`src/rtl/div_pkg.sv`:
```
// Shared definitions for the iterative divider: FSM states, sign helpers and the
// quotient returned on divide-by-zero. Helpers work at MAX_W bits; callers cast down.
package div_pkg;

  typedef enum logic [1:0] {
    IDLE = 2'd0,
    CALC = 2'd1,
    FIX  = 2'd2
  } div_state_t;

  // Two's-complement low bits do not depend on high bits, so a wide helper
  // truncated to WIDTH gives the exact WIDTH-bit result (WIDTH <= MAX_W).
  localparam int MAX_W = 64;

  localparam logic [MAX_W-1:0] DIVZ_Q = '1;

  function automatic logic [MAX_W-1:0] negate(input logic [MAX_W-1:0] x);
    return ~x + MAX_W'(1);
  endfunction

  function automatic logic [MAX_W-1:0] abs_val(input logic [MAX_W-1:0] x, input logic neg);
    return neg ? negate(x) : x;
  endfunction

endpackage

```
`src/rtl/div_step.sv`:
```
// One restoring-division step: shift in the next dividend bit, compare against
// the divisor and subtract when it fits, producing one quotient bit.
module div_step #(
  parameter int WIDTH = 32
) (
  input  logic [WIDTH-1:0] rem_in,
  input  logic [WIDTH-1:0] q_in,
  input  logic [WIDTH-1:0] dvs,
  output logic [WIDTH-1:0] rem_out,
  output logic [WIDTH-1:0] q_out
);

  logic [WIDTH:0]   shifted;
  logic [WIDTH-1:0] diff;
  logic             ge;

  assign shifted = {rem_in, q_in[WIDTH-1]};
  assign ge      = shifted >= {1'b0, dvs};
  // When ge holds the true difference is below 2**WIDTH, so low bits suffice.
  assign diff    = shifted[WIDTH-1:0] - dvs;
  assign rem_out = ge ? diff : shifted[WIDTH-1:0];
  assign q_out   = {q_in[WIDTH-2:0], ge};

endmodule

```
`src/rtl/iter_divider.sv`:
```
// Iterative restoring divider, one quotient bit per cycle, signed/unsigned, cancelable.
// Optional macro DIVIDER_DIVZ_FLAG_EN adds the div_by_zero output.
module iter_divider
  import div_pkg::*;
#(
  parameter int WIDTH = 32
) (
  input  logic             clk,
  input  logic             reset,
  input  logic             start,
  input  logic             is_signed,
  input  logic [WIDTH-1:0] dividend,
  input  logic [WIDTH-1:0] divisor,
  input  logic             cancel,
  output logic             busy,
  output logic             done,
  output logic [WIDTH-1:0] quotient,
  output logic [WIDTH-1:0] remainder,
`ifdef DIVIDER_DIVZ_FLAG_EN
  output logic             div_by_zero,
`endif
  output div_state_t       dbg_state
);

  localparam int CNT_W = $clog2(WIDTH) + 1;

  // Handshake: start is accepted on a rising edge only while IDLE (busy low);
  // done is a one-cycle pulse marking that quotient/remainder were just updated.

  div_state_t       state, state_next;
  logic [CNT_W-1:0] count;
  logic [WIDTH-1:0] rem, qsh, dvs, dvd_raw;
  logic [WIDTH-1:0] rem_step, q_step;
  logic             q_neg, r_neg, divz;
  logic             accept, finish;

  logic             dvd_sign, dvs_sign;
  logic [WIDTH-1:0] dvd_abs, dvs_abs, q_fix, r_fix;

  assign dvd_sign = is_signed & dividend[WIDTH-1];
  assign dvs_sign = is_signed & divisor[WIDTH-1];
  // |MIN| stays MIN as an unsigned value, which gives MIN/-1 = MIN with no trap.
  assign dvd_abs  = WIDTH'(abs_val(MAX_W'(dividend), dvd_sign));
  assign dvs_abs  = WIDTH'(abs_val(MAX_W'(divisor), dvs_sign));
  assign q_fix    = q_neg ? WIDTH'(negate(MAX_W'(qsh))) : qsh;
  assign r_fix    = r_neg ? WIDTH'(negate(MAX_W'(rem))) : rem;

  assign busy      = (state != IDLE);
  assign dbg_state = state;

  div_step #(.WIDTH(WIDTH)) u_step (
    .rem_in  (rem),
    .q_in    (qsh),
    .dvs     (dvs),
    .rem_out (rem_step),
    .q_out   (q_step)
  );

  always_ff @(posedge clk or negedge reset) begin
    if (!reset) state <= IDLE;
    else        state <= state_next;
  end

  always_comb begin
    state_next = state;
    accept     = 1'b0;
    finish     = 1'b0;
    case (state)
      IDLE: begin
        if (start) begin
          state_next = CALC;
          accept     = 1'b1;
        end
      end
      CALC: begin
        if (cancel)                           state_next = IDLE;
        else if (count == CNT_W'(WIDTH - 1))  state_next = FIX;
      end
      FIX: begin
        // cancel wins over completion in the same cycle
        state_next = IDLE;
        finish     = !cancel;
      end
      default: state_next = IDLE;
    endcase
  end

  always_ff @(posedge clk or negedge reset) begin
    if (!reset) begin
      count     <= '0;
      rem       <= '0;
      qsh       <= '0;
      dvs       <= '0;
      dvd_raw   <= '0;
      q_neg     <= 1'b0;
      r_neg     <= 1'b0;
      divz      <= 1'b0;
      done      <= 1'b0;
      quotient  <= '0;
      remainder <= '0;
    end else begin
      done <= finish;
      if (accept) begin
        count   <= '0;
        rem     <= '0;
        qsh     <= dvd_abs;
        dvs     <= dvs_abs;
        dvd_raw <= dividend;
        q_neg   <= dvd_sign ^ dvs_sign;
        r_neg   <= dvd_sign;
        divz    <= (divisor == '0);
      end else if (state == CALC) begin
        rem   <= rem_step;
        qsh   <= q_step;
        count <= count + CNT_W'(1);
      end
      // divide-by-zero reports the raw dividend, not the sign-adjusted one
      if (finish) begin
        quotient  <= divz ? WIDTH'(DIVZ_Q) : q_fix;
        remainder <= divz ? dvd_raw : r_fix;
      end
    end
  end

`ifdef DIVIDER_DIVZ_FLAG_EN
  always_ff @(posedge clk or negedge reset) begin
    if (!reset)      div_by_zero <= 1'b0;
    else if (finish) div_by_zero <= divz;
  end
`endif

endmodule

```
`config.mk`:
```
export PLATFORM = sky130hd
export DESIGN_NAME = iter_divider
export DESIGN_NICKNAME = d
export VERILOG_FILES = /design/src/rtl/div_pkg.sv /design/src/rtl/div_step.sv /design/src/rtl/iter_divider.sv
export SDC_FILE = /design/constraint.sdc
export NUM_CORES = 1
export LEC_CHECK = 0
export CAP_MARGIN = 25
export CORE_UTILIZATION = 40
export DETAILED_ROUTE_END_ITERATION = 10
export PLACE_DENSITY = 0.65
export SYNTH_ARGS = -nofsm -noshare
export SYNTH_HDL_FRONTEND = slang
export SYNTH_SLANG_ARGS = --single-unit
```
`constraint.sdc`:
```
create_clock -name clk -period 3.5 [get_ports clk]
set_input_delay 0.7 -clock clk [delete_from_list [all_inputs] [get_ports clk]]
set_output_delay 0.7 -clock clk [all_outputs]
set_load 0.02 [all_outputs]
```
==> summary.txt, run 1 <==
Outcome
  – Run status: finished, violations left
  – Failing checks: design-rule violations

Global route
  – GRT Total Usage: 0.224
  – Gr ovfl total: 0
  – Vias in the first global route: 10875
  – First-pass GRT wire length: 58600 um
  – Initial antenna violation count: 0
  – Largest net degree at the start of global routing: 94

STA
  – Fmax: 314 MHz
  – Slew of the pin with the lowest slew margin: 0.967 ns
  – Worst Hold Slack: 0.261 ns
  – Final Cycle Share: 0.911
  – Slew Limit Fails: 0
  – Rel. slew slack: 0.356
  – Endpoints failing setup: 0
  – Worst clock skew: 0.0174 ns
  – RSZ-0062 raised after global routing: no
  – Final Hold Fails: 0
  – Minimum clock period: 3.19 ns
  – Post-route setup TNS: 0 ns

Routing
  – Avg Vias per Cell: 5.46
  – First-iteration detailed-routing DRC count: 816
  – Avg WL per Cell: 17.6 um
  – Antenna Nets Post-Route: 0
  – Post-route DRC violation count: 14
  – Vias: 11268
  – Drt pass-1 iters: 10
  – Final wirelength: 36300 um

Synthesis
  – Synth cell types: 78
  – Post-Syn Area: 12600 um^2
  – FF+latch count, synth: 204
  – Post-synth ARST share: 1.00
  – Post-synth EDFFs: 0
  – Mapped Cells: 1533
  – Mapped Nets: 1640
  – Post-Syn Area per Cell: 8.25 um^2
  – Synth warnings: 0
  – Register area share after synthesis: 0.404
  – Synth Flop Type: dfrtp_1

Clock network
  – Total CTS buffers: 24
  – CTS Sinks: 204
  – # H-tree levels: 1
  – CTS Buffer Depth: 3
  – CTS clk-pin slew, worst paths: 0.06 ns
  – # Post-CTS Setup Buffers: 0
  – # hold bufs at CTS: 0
  – Worst skew pair latency: 0.54 ns
  – Root Driver: clkbuf_16
  – CTS tree: built
  – # resized after CTS: 0

Hold path
  – Min-delay worst type: primary input to asynchronous set/reset pin

Setup path
  – CP Capture Type: register
  – Slowest-stage cell, CP: a2111oi_2
  – Slowest stage delay, CP: 0.48 ns
  – WP data arrival: 3.61 ns
  – Reg2reg path depth: 10
  – Critical Path Start Type: register
  – Cell Chain, Critical Path: ha_1 > nand3_1 > o21bai_1 > a2111oi_2 > o31ai_1 > o311ai_2 > a21oi_1 > and3_1 > a31o_2 > a221o_1
  – R2r endpoint: rem[30]
  – Critical Path Fanout Max: 6
  – CP Data Required Time: 3.92 ns
  – RR Startpoint: rem[3]
  – Kind of critical path: register to register
  – R2r setup slk: 0.31 ns

Die
  – Die W: 180 um
  – Initial Utilization: 0.410
  – Die area: 32300 um^2
  – IO Count: 137
  – Num rows: 64
  – Die height: 180 um
  – CORE AREA: 30800 um^2

Place
  – Buffers on Ports: 136
  – HPWL after DPL: 27200 um
  – DP Area: 14500 um^2
  – GPL Wtd Cong: 0.905

Power
  – Max rail drop VDD: 0.374 mV
  – Cell Pwr Density: 730 nW/um^2
  – P_leak: 6.70 nW

Final layout
  – Fin area: 15300 um^2
  – Antenna Cells: 0
  – Fraction of layout cells with a size suffix above 1: 0.0612
  – Nets: 1759
  – Area Growth Syn to Fin: 21.0%

Job
  – Max-Cap Viols: 0
[cell type report]
type                            instances  area [um^2]
Fill cell                            3004        15500
Sequential cell                       204         5110
Clock inverter                          6         91.3
Timing Repair Buffer                  177         1700
Clock buffer                           36          716
Tap cell                              396          495
Inverter                               63          236
Multi-Input combinational cell       1182         6950
[worst max path at each step]
stage                     from            end  cells after the start
global placement    divisor[1]        dvs[30]                     13
global route            rem[3]        rem[30]                     10
CTS                     rem[5]  remainder[29]                      9
floorplan               rem[2]        rem[14]                     11
finish                  rem[3]        rem[30]                     10
detailed placement  divisor[4]        dvs[26]                     11
[stage by stage]
| stage | setup WS (ns) | cells | total power, mW | utilization |
|---|---|---|---|---|
| finish | 0.311 | 2064 | 11.2 | 0.496 |
| CTS | 0.311 | 2064 | 11.2 | 0.496 |
| global route | 0.0537 | 2064 | 12.0 | 0.496 |
| global placement | 0.242 | 2022 | 8.51 | 0.470 |
| floorplan | 0.447 | 1533 | 7.03 | - |
| detailed placement | 0.151 | 2022 | 8.58 | 0.470 |
[cells in the mapped netlist, types with 18 or more instances]
library cell,count,area share
nor3_1,20,0.0079
a21oi_1,114,0.045
nor2_1,136,0.040
dfrtp_1,204,0.40
a31oi_1,36,0.018
ha_1,37,0.037
o21ai_1,25,0.0099
nand3_1,29,0.011
xor2_1,79,0.055
xnor2_1,64,0.044
clkbuf_1,73,0.022
o31ai_1,29,0.017
nand2_1,296,0.088
o21ai_0,116,0.046
inv_1,62,0.018
mux2i_1,20,0.016
o41ai_1,18,0.012
[registers in the layout, indices dropped and copies added, names as in the netlist]
register	count
count	6
dbg_state	2
divz	1
done	1
dvd_raw	32
dvs	32
q_neg	1
qsh	32
quotient	32
r_neg	1
rem	32
remainder	32
[cells by family (layout without fill, tap and decap cells)]
| kind of cell | after synthesis | after routing | synth area share |
|---|---|---|---|
| simple gates | 568 | 568 | 0.196 |
| flops | 204 | 204 | 0.404 |
| fa+ha+maj | 38 | 38 | 0.0382 |
| compound gates | 413 | 413 | 0.200 |
| xor+xnor | 143 | 143 | 0.0991 |
| buf+inv | 147 | 282 | 0.0471 |
| mux | 20 | 20 | 0.0158 |
[layout by cell type (no fill, tap or decap), types with 10 or more instances in the layout]
cell | synthesis | final
and2_1 | 10 | 10
nand3_1 | 29 | 29
mux2i_1 | 20 | 20
ha_1 | 37 | 37
dfrtp_1 | 204 | 203
nor3_1 | 20 | 20
nand2_1 | 296 | 295
inv_1 | 62 | 62
nor2_1 | 136 | 136
a31oi_1 | 36 | 36
a21oi_1 | 114 | 114
o41ai_1 | 18 | 18
clkdlybuf4s50_1 | 0 | 135
xor2_1 | 79 | 79
nor4_1 | 13 | 13
buf_4 | 1 | 39
xnor2_1 | 64 | 64
o21ai_0 | 116 | 116
a21o_1 | 15 | 15
o21ai_1 | 25 | 25
o31ai_1 | 29 | 29
clkbuf_16 | 0 | 24
[metal layers]
metal | vias up | part of all wire | GRT usage
met5 | - | 0 | 0
met2 | 331 | 0.45 | 0.350
li1 | 5550 | - | -
met3 | 59 | 0.054 | 0.0344
met4 | 0 | 0.030 | 0.0766
met1 | 5328 | 0.47 | 0.315
[critical path: cells and delay by family (launching register included)]
family | cells | cell delay (ns)
AND/OR/NAND/NOR | 2 | 0.33
adder cells (fa/ha/maj) | 1 | 0.39
AO/OA/AOI/OAI | 7 | 1.94
flip-flops | 1 | 0.44
[where the power goes]
part	switching (mW)	total, mW	leakage (nW)	internal, mW
Combinational	2.99	5.15	3.68	2.16
Clock	1.01	2.56	0.399	1.55
Sequential	0.633	3.46	2.62	2.83
Power figures use the tool's default switching activity.
==> inputs of run 2 (changes only) <==
REMOVE_ABC_BUFFERS = 1   (was default)
==> run 2 against run 1 <==
Effect of this change: the flow still finishes with violations (design-rule violations); design area rose by 0.29%; critical path depth rose by 1; sequential share of layout area fell by 0.098 points; non-clock buffer count rose by 1; via count fell by 2.3%; global-route usage fell by 0.86 points; sequential power barely moved; combinational power fell by 1%; routed wire length fell by 4.8%; utilization rose by 0.15 points; cell count rose by 0.15%; die area did not move; critical endpoint unchanged; largest power group unchanged; highest routed layer unchanged.
==> summary.txt, run 2 (synthesized netlist as in run 1, its figures left out) <==
Outcome
  – Run status: finished, violations left (unchanged)
  – Failing checks: design-rule violations (unchanged)

Routing
  – Avg WL per Cell: 16.7 um (was 17.6 um)
  – Final wirelength: 34600 um (was 36300 um)
  – Vias: 11008 (was 11268)
  – First-iteration detailed-routing DRC count: 718 (was 816)
  – Antenna Nets Post-Route: 0 (unchanged)
  – Drt pass-1 iters: 11 (was 10)
  – Post-route DRC violation count: 14 (unchanged)
  – Avg Vias per Cell: 5.33 (was 5.46)

Clock network
  – CTS Buffer Depth: 3 (unchanged)
  – CTS Sinks: 204 (unchanged)
  – Total CTS buffers: 24 (unchanged)
  – CTS clk-pin slew, worst paths: 0.06 ns (about the same)
  – # Post-CTS Setup Buffers: 0 (unchanged)
  – # H-tree levels: 1 (unchanged)
  – Worst skew pair latency: 0.53 ns (was 0.54 ns)
  – Root Driver: clkbuf_16 (unchanged)
  – CTS tree: built (unchanged)

STA
  – Endpoints failing setup: 0 (unchanged)
  – Slew Limit Fails: 0 (unchanged)
  – Slew of the pin with the lowest slew margin: 0.902 ns (was 0.967 ns)
  – Minimum clock period: 3.20 ns (was 3.19 ns)
  – Worst clock skew: 0.0216 ns (was 0.0174 ns)
  – RSZ-0062 raised after global routing: no (unchanged)
  – Final Hold Fails: 0 (unchanged)
  – Final Cycle Share: 0.913 (was 0.911)
  – Post-route setup TNS: 0 ns (unchanged)
  – Fmax: 313 MHz (was 314 MHz)
  – Rel. slew slack: 0.399 (was 0.356)

Die
  – Die W: 180 um (unchanged)
  – CORE AREA: 30800 um^2 (unchanged)
  – Die area: 32300 um^2 (unchanged)
  – Num rows: 64 (unchanged)
  – Initial Utilization: 0.410 (unchanged)
  – IO Count: 137 (unchanged)
  – Die height: 180 um (unchanged)

Place
  – DP Area: 14500 um^2 (about the same)
  – HPWL after DPL: 25800 um (was 27200 um)
  – GPL Wtd Cong: 0.875 (was 0.905)
  – Buffers on Ports: 136 (unchanged)

Setup path
  – RR Startpoint: dvs[3] (was rem[3])
  – CP Data Required Time: 3.90 ns (was 3.92 ns)
  – Reg2reg path depth: 11 (was 10)
  – Slowest stage delay, CP: 0.45 ns (was 0.48 ns)
  – WP data arrival: 3.59 ns (was 3.61 ns)
  – R2r endpoint: rem[30] (unchanged)
  – CP Capture Type: register (unchanged)
  – Worst setup startpoint: dvs[3] (was rem[3])
  – Slowest-stage cell, CP: a2111oi_4 (was a2111oi_2)
  – Cell Chain, Critical Path: inv_1 > ha_1 > nand3_1 > o21bai_1 > a2111oi_4 > o31ai_1 > o311ai_2 > a21oi_1 > and3_1 > a31o_2 > a221o_1 (was ha_1 > nand3_1 > o21bai_1 > a2111oi_2 > o31ai_1 > o311ai_2 > a21oi_1 > and3_1 > a31o_2 > a221o_1)
  – R2r setup slk: 0.30 ns (was 0.31 ns)
  – Critical Path Start Type: register (unchanged)
  – Kind of critical path: register to register (unchanged)
  – Critical Path Fanout Max: 5 (was 6)

Global route
  – GRT Total Usage: 0.215 (was 0.224)
  – Initial antenna violation count: 0 (unchanged)
  – Largest net degree at the start of global routing: 101 (was 94)
  – Gr ovfl total: 0 (unchanged)
  – Vias in the first global route: 10809 (was 10875)
  – First-pass GRT wire length: 57200 um (was 58600 um)

Final layout
  – Commonest non-fill, non-tap cells in the layout: 295 x nand2_1, 203 x dfrtp_1, 136 x nor2_1 (unchanged)
  – Nets: 1760 (was 1759)
  – Antenna Cells: 0 (unchanged)
  – Fin area: 15300 um^2 (about the same)
  – Area Growth Syn to Fin: 21.4% (was 21.0%)
  – Fillers: 2966 (was 3004)
  – Fraction of layout cells with a size suffix above 1: 0.0622 (was 0.0612)
  – Commonest non-fill, non-tap cell in the layout: nand2_1 (unchanged)

Power
  – Cell Pwr Density: 725 nW/um^2 (was 730 nW/um^2)
  – Design Power: 11.1 mW (was 11.2 mW)
  – Net Sw Power: 4.54 mW (was 4.63 mW)
  – Net Sw Frac: 0.408 (was 0.414)
  – Max rail drop VDD: 0.365 mV (was 0.374 mV)
  – Seq pwr share: 0.311 (was 0.310)
  – Clock power frac: 0.230 (was 0.229)
  – P_leak: 6.72 nW (was 6.70 nW)
  – P_int: 6.58 mW (was 6.54 mW)
  – Logic pwr share: 0.459 (was 0.461)

Job
  – Max-Cap Viols: 0 (unchanged)

Hold path
  – Min-delay worst type: primary input to asynchronous set/reset pin (unchanged)
-- run 2: changes by cell type in the layout (fill, tap and decap cells not counted), sizes merged --
cell / change
buf: +1
clkbuf: +1
clkinv: +1
-- run 2: power groups by stage --
| stage | logic (mW) | registers, mW | clock network [mW] |
|---|---|---|---|
| floorplan | 3.64 | 3.33 | 0 |
| global placement | 5.04 | 3.46 | 0 |
| detailed placement | 5.05 | 3.48 | 0 |
| CTS | 5.08 | 3.44 | 2.61 |
| global route | 5.71 | 3.54 | 2.69 |
| finish | 5.10 | 3.46 | 2.55 |
-- run 2: worst max-delay path: cells and delay by family, from the launching register on --
family	cells	cell delay (ns)
AOI/OAI and AO/OA	7	1.98
adders and majority gates	1	0.36
DFF	1	0.35
and+or+nand+nor	2	0.35
buffers and inverters	1	0.05
-- run 2: worst max path at each step --
stage,end,slack [ns],cells after the start
3_3_place_gp,qsh[31],0.20,8
4_1_cts,rem[30],0.24,11
2_1_floorplan,qsh[7],-0.55,3
6_report,rem[30],0.30,11
3_5_place_dp,qsh[28],0.17,10
5_1_grt,quotient[27],0.08,9
-- run 2: layout make-up --
| cell class | count | area [um^2] | area share |
|---|---|---|---|
| flip-flops and latches | 204 | 5110 | 0.333 |
| inverters | 63 | 236 | 0.0154 |
| clock inverters | 7 | 96.3 | 0.00628 |
| clock buffers | 37 | 709 | 0.0462 |
| well taps | 396 | 495 | 0.0323 |
| repair buffers | 178 | 1730 | 0.113 |
| multi-input cells | 1182 | 6970 | 0.454 |
-- run 2: what timing repair did --
item,in CTS,in global routing
hold buffers,0,0
resized for setup,0,1
setup endpoints to repair,0,1
endpoints found under the hold margin,0,0
-- run 2: metal layers --
metal / vias to the layer above / part of all wire / global-route usage
li1: 5540 / - / -
met1: 5152 / 0.47 / 0.297
met2: 260 / 0.46 / 0.358
met3: 56 / 0.041 / 0.0207
met4: 0 / 0.026 / 0.0621
met5: - / 0 / 0
-- run 2: through the flow --
step / worst slack (ns) / util / cells / hold slack, ns
floorplan: -0.554 / - / 1449 / 0.404
global placement: 0.204 / 0.471 / 2023 / 0.459
detailed placement: 0.174 / 0.471 / 2023 / 0.456
CTS: 0.243 / 0.497 / 2067 / 0.214
global route: 0.0835 / 0.498 / 2067 / 0.243
finish: 0.304 / 0.498 / 2067 / 0.199
==> inputs of run 3 (changes only) <==
GPL_TIMING_DRIVEN = 1   (was default)
==> results of run 3 <==
Same layout as run 2: the final DEF is identical, and so are final timing and power.
